## config.mk

```make
export PLATFORM = sky130hd
export DESIGN_NAME = mag_pingpong_buffer
export DESIGN_NICKNAME = d
export VERILOG_FILES = /design/src/rtl/senseedge_pkg.sv /design/src/rtl/mag_bank_ram.sv /design/src/rtl/mag_pingpong_buffer.sv
export SDC_FILE = /design/constraint.sdc
export NUM_CORES = 1
export LEC_CHECK = 0
export CAP_MARGIN = 10
export CORE_MARGIN = 5
export CORE_UTILIZATION = 58
export DETAILED_ROUTE_END_ITERATION = 10
export PLACE_DENSITY = 0.84
export SYNTH_ARGS = -nofsm -noshare
export SYNTH_HDL_FRONTEND = slang
export SYNTH_SLANG_ARGS = --single-unit
```

## constraint.sdc

```tcl
create_clock -name clk -period 3.2 [get_ports clk]
set_input_delay 0.48 -clock clk [delete_from_list [all_inputs] [get_ports clk]]
set_output_delay 0.48 -clock clk [all_outputs]
set_load 0.03 [all_outputs]
```

## src/rtl/senseedge_pkg.sv

```systemverilog
// Shared sizing for the spectral front end (FFT magnitude stage, ping-pong buffer, feature extractor).
package senseedge_pkg;

    localparam int SE_NBINS = 32;
    localparam int SE_BIN_W = 16;
    localparam int ADDR_W   = 5;

    typedef enum logic {
        W_FILL = 1'b0,
        W_HOLD = 1'b1
    } wr_state_e;

    function automatic logic [7:0] sat_inc8(input logic [7:0] v);
        return (v == 8'hFF) ? v : v + 8'd1;
    endfunction

endpackage

```

## src/rtl/mag_bank_ram.sv

```systemverilog
// Two-bank magnitude store: one write port, one registered read port, bank select on each.
module mag_bank_ram
    import senseedge_pkg::*;
#(
    parameter int NBINS = SE_NBINS,
    parameter int BIN_W = SE_BIN_W
) (
    input  logic              clk,
    input  logic              rst_n,
    input  logic              i_wr_en,
    input  logic              i_wr_bank,
    input  logic [ADDR_W-1:0] i_wr_addr,
    input  logic [BIN_W-1:0]  i_wr_data,
    input  logic              i_rd_bank,
    input  logic [ADDR_W-1:0] i_rd_addr,
    output logic [BIN_W-1:0]  o_rd_data
);

    logic [BIN_W-1:0] r_mem [0:1][0:NBINS-1];
    logic [BIN_W-1:0] r_rd_data;

    // Array itself is never reset; only the read register is.
    always_ff @(posedge clk) begin
        if (i_wr_en)
            r_mem[i_wr_bank][i_wr_addr] <= i_wr_data;
    end

    always_ff @(posedge clk or negedge rst_n) begin
        if (!rst_n)
            r_rd_data <= '0;
        else
            r_rd_data <= r_mem[i_rd_bank][i_rd_addr];
    end

    assign o_rd_data = r_rd_data;

endmodule

```

## src/rtl/mag_pingpong_buffer.sv

```systemverilog
// Ping-pong buffer between the FFT magnitude stream and the feature extractor.
module mag_pingpong_buffer
    import senseedge_pkg::*;
#(
    parameter int NBINS        = SE_NBINS,
    parameter int BIN_W        = SE_BIN_W,
    parameter int DROP_ON_FULL = 0
) (
    input  logic              clk,
    input  logic              rst_n,
    input  logic              s_valid,
    output logic              s_ready,
    input  logic [BIN_W-1:0]  s_data,
    input  logic              s_last,
    output logic              fx_start,
    input  logic              fx_busy,
    input  logic              fx_done,
    input  logic [ADDR_W-1:0] mag_addr,
    output logic [BIN_W-1:0]  mag_data,
    output logic              frame_err,
    output logic [7:0]        drop_cnt
);

    wr_state_e         r_state;
    logic              r_s_ready;
    logic              r_wr_bank;
    logic [ADDR_W-1:0] r_wr_idx;
    logic              r_rd_full;
    logic              r_fx_start;
    logic              r_frame_err;
    logic [7:0]        r_drop_cnt;

    logic w_accept;
    logic w_last_idx;
    logic w_rd_avail;

    assign w_accept   = s_valid & r_s_ready;
    assign w_last_idx = (r_wr_idx == ADDR_W'(NBINS - 1));
    // A done pulse in the completion cycle frees the read bank for an immediate swap.
    assign w_rd_avail = (~r_rd_full | fx_done) & ~fx_busy;

    always_ff @(posedge clk or negedge rst_n) begin
        if (!rst_n) begin
            r_state     <= W_FILL;
            r_s_ready   <= 1'b1;
            r_wr_bank   <= 1'b0;
            r_wr_idx    <= '0;
            r_rd_full   <= 1'b0;
            r_fx_start  <= 1'b0;
            r_frame_err <= 1'b0;
            r_drop_cnt  <= '0;
        end else begin
            r_fx_start  <= 1'b0;
            r_frame_err <= w_accept & (s_last ^ w_last_idx);
            if (fx_done && r_rd_full)
                r_rd_full <= 1'b0;
            case (r_state)
                W_FILL: begin
                    if (w_accept) begin
                        if (!w_last_idx) begin
                            r_wr_idx <= s_last ? '0 : r_wr_idx + ADDR_W'(1);
                        end else if (w_rd_avail) begin
                            r_wr_bank  <= ~r_wr_bank;
                            r_rd_full  <= 1'b1;
                            r_fx_start <= 1'b1;
                            r_wr_idx   <= '0;
                        end else if (DROP_ON_FULL != 0) begin
                            r_wr_idx   <= '0;
                            r_drop_cnt <= sat_inc8(r_drop_cnt);
                        end else begin
                            r_state   <= W_HOLD;
                            r_s_ready <= 1'b0;
                        end
                    end
                end
                W_HOLD: begin
                    if (w_rd_avail) begin
                        r_wr_bank  <= ~r_wr_bank;
                        r_rd_full  <= 1'b1;
                        r_fx_start <= 1'b1;
                        r_wr_idx   <= '0;
                        r_state    <= W_FILL;
                        r_s_ready  <= 1'b1;
                    end
                end
            endcase
        end
    end

    mag_bank_ram #(
        .NBINS (NBINS),
        .BIN_W (BIN_W)
    ) u_ram (
        .clk       (clk),
        .rst_n     (rst_n),
        .i_wr_en   (w_accept),
        .i_wr_bank (r_wr_bank),
        .i_wr_addr (r_wr_idx),
        .i_wr_data (s_data),
        .i_rd_bank (~r_wr_bank),
        .i_rd_addr (mag_addr),
        .o_rd_data (mag_data)
    );

    assign s_ready   = r_s_ready;
    assign fx_start  = r_fx_start;
    assign frame_err = r_frame_err;
    assign drop_cnt  = r_drop_cnt;

endmodule

```

==> results.json, run 1 <==
{
  "timing.fmax_ghz": 0.3140,
  "grt_pass1_wl_um": 153700,
  "cts_made_buffers": 98,
  "grt_pass1_vias": 21660,
  "cts_max_level": 3,
  "synth.avg_cell_area_um2": 21.44,
  "pre_cts_slack_ns": -0.1236,
  "layout.cells.most_common": "edfxtp_1",
  "clk_latency_ns": 0.69,
  "power_density_nw_per_um2": 614.0,
  "rows": 96,
  "critPathMaxStageDelay_ns": 0.82,
  "ys_types": 47,
  "dp_hpwl_um": 63420,
  "worstHoldPathType": "primary input to flop",
  "slowest_stage": "a21oi_1",
  "drive_gt1_share_pct": 25.21,
  "die_y_um": 273.5,
  "grt_max_degree": 72,
  "ant_nets": 0,
  "path_cells": "buf_12 > buf_4 > nor2b_1 > a22oi_1 > buf_4 > a21oi_1 > and3_1",
  "io_buffers": 45,
  "synth.ff_latch_count": 1051,
  "worst-setup-path-type": "flop to flop",
  "postCtsSetupBuffers": 0,
  "final_hold_viol_count": 0,
  "wire_per_inst_um": 34.22,
  "start_util_pct": 58.62,
  "core_um2": 68710,
  "cp_max_fo": 29,
  "peakVddDrop_v": 0.0004653,
  "rsz0062_at_grt": "false",
  "cp.required_ns": 3.79,
  "slew_headroom_pct": 30.43,
  "hp-start": "s_data[1]",
  "startpoint": "r_wr_bank$_DFFE_PN0P_",
  "fin_crit_ns": 3.185,
  "finalCritPeriodShare_pct": 99.52,
  "grt_antenna_before_repair": 7,
  "status": "complete, no violations",
  "cts_root_buf": "clkbuf_16",
  "r2r-start": "r_wr_bank$_DFFE_PN0P_",
  "cts_num_sinks": 1051,
  "cts_tree": "built",
  "synth-seq-area-share_pct": 78.03,
  "p_leak_nw": 14.71,
  "setup_viol": 0,
  "drc": 0,
  "path_clk_slew_ns": 0.06,
  "dieArea_um2": 74810,
  "cp-end-kind": "flop",
  "initialDrtViolationCount": 3811,
  "multiInputGateArea_um2": 8169,
  "gr-total-overflow": 0,
  "final_core_util_pct": 66.82,
  "yosys_most_used_dff": "edfxtp_1",
  "synth_edf_count": 1024,
  "wl_um": 106300,
  "num_vias": 22010,
  "synth_area_um2": 40270,
  "syn-instance-count": 1878,
  "die_w_um": 273.5,
  "fillers": 4004,
  "reg2reg_slack_ns": 0.02,
  "r2r_cells": 7,
  "gp_congestion": 1.004,
  "yosysWarnings": 8,
  "ys_async_sr_fraction_pct": 2.569,
  "slew_violations": 0,
  "hold_depth": 1,
  "r2r_end": "u_ram.o_rd_data[2]$_DFF_PN0_",
  "seq_area_um2": 31430,
  "final_cell_mix": "edfxtp_1 (1024), mux4_2 (205), buf_4 (154)",
  "critPathLaunchType": "flop",
  "viasPerCell": 7.085,
  "worst_slew_pin_slew_ns": 1.044,
  "drv_cap": 0,
  "cts_resized": 0,
  "hold_path_end": "u_ram.r_mem[0][81]$_DFFE_PP_",
  "clockBufferDepth": 3,
  "worstPathArrival_ns": 3.77,
  "cts_hold_buf": 1,
  "track_usage_pct": 28.53,
  "dr.pass1.iters": 6,
  "skew_ns": 0.04093,
  "cpMostUsedCell": "buf_4",
  "nNetsFinal": 2124,
  "place_inst": 2921,
  "fin_ws_ns": 0.01546,
  "ios": 54,
  "final_cells": 3106,
  "syn_to_final_growth_pct": 13.99
}
[metal layers]
metal,track usage (%),wire length [um],up-vias
met5,0,27,-
met4,12.09,5644,4
met3,7.696,14710,396
met2,44.37,50180,2205
met1,39.01,35710,11100
li1,-,-,8298
[logic make-up (layout without fill, tap and decap cells)]
kind of cell               Yosys count  in the layout  share of synthesized area (%)
and+or+nand+nor                    203            203                          2.526
DFF                               1051           1051                          78.03
muxes                              306            306                          14.01
adders and majority gates            6              6                         0.1864
other                                1             13                       0.009312
AOI/OAI and AO/OA                  198            198                          3.427
buffers and inverters              111            396                          1.758
xor gates and xnor gates             2              2                        0.04350
[flip-flops by register name, summed over array words and instances (netlist names)]
signal / flops
r_wr_bank: 1
frame_err: 1
fx_start: 1
u_ram.o_rd_data: 16
r_rd_full: 1
r_state: 1
r_wr_idx: 5
s_ready: 1
u_ram.r_mem: 1024
[through the flow]
step | setup TNS, ns | power, mW | instance area, um2 | hold slack, ns
2_1_floorplan | 0 | 15.89 | 40300 | 0.1844
4_1_cts | 0 | 28.19 | 45890 | 0.1693
6_report | 0 | 28.19 | 45910 | 0.1896
3_5_place_dp | -0.5524 | 16.49 | 42600 | 0.4894
3_3_place_gp | -0.3627 | 16.45 | 42600 | 0.4657
5_1_grt | 0 | 28.88 | 45890 | 0.1800
[worst max-delay path by stage]
stage	end	slack, ns	depth (start not counted)
5_1_grt	u_ram.o_rd_data[9]$_DFF_PN0_	0.002	7
4_1_cts	u_ram.o_rd_data[9]$_DFF_PN0_	0.18	6
2_1_floorplan	u_ram.r_mem[0][32]$_DFFE_PP_	0.92	6
6_report	u_ram.o_rd_data[2]$_DFF_PN0_	0.02	7
3_3_place_gp	u_ram.o_rd_data[11]$_DFF_PN0_	-0.10	7
3_5_place_dp	u_ram.o_rd_data[11]$_DFF_PN0_	-0.12	7
[synthesized netlist by cell type (4+ instances only)]
library cell	count	area, um2
mux2i_1	100	1001
a22oi_1	50	375.4
o221ai_1	16	140.1
nor2b_1	9	56.30
and3_1	19	118.9
a211oi_1	37	277.8
or3_1	5	31.28
buf_1	12	45.04
nor3_1	10	50.05
mux4_2	205	4617
or3b_2	4	35.03
ha_1	6	75.07
dfrtp_1	26	650.6
clkbuf_1	22	82.58
o21ai_0	7	35.03
buf_6	22	247.7
o22a_1	9	78.83
o22ai_1	54	337.8
nand2b_1	4	25.02
a21oi_1	21	105.1
nor2_1	81	304.0
edfxtp_1	1024	30750
buf_4	18	135.1
nand3b_1	7	52.55
nand2_1	40	150.1
buf_2	33	165.2
[area by class of cell]
cell class,count,area share [%]
diodes,5,0.02726
clock buffers,119,5.579
clock inverters,60,1.575
inverters,2,0.01635
multi-input cells,723,17.80
flip-flops and latches,1051,68.47
well taps,931,2.537
repair buffers,215,4.004
[critical path: cells and delay by family, from the launching register on]
family	cells	cell delay (ns)
compound gates	2	1.01
buf+inv	3	0.67
flops	1	0.61
simple gates	2	0.77
[power by group]
| part | internal (mW) | switching (mW) |
|---|---|---|
| sequential | 15.1 | 0.0331 |
| clock | 6.86 | 5.07 |
| combinational | 0.336 | 0.772 |
Note: power is estimated with default switching activity, not from simulation.
==> inputs of run 2 (changes only) <==
--- a/config.mk
+++ b/config.mk
@@ -5,6 +5,7 @@
 export SDC_FILE = /design/constraint.sdc
 export NUM_CORES = 1
 export LEC_CHECK = 0
+export ABC_CLOCK_PERIOD_IN_PS = 3200
 export CAP_MARGIN = 10
 export CORE_MARGIN = 5
 export CORE_UTILIZATION = 58
==> results of run 2 <==
Final layout, timing and power as in run 1 (identical DEF).
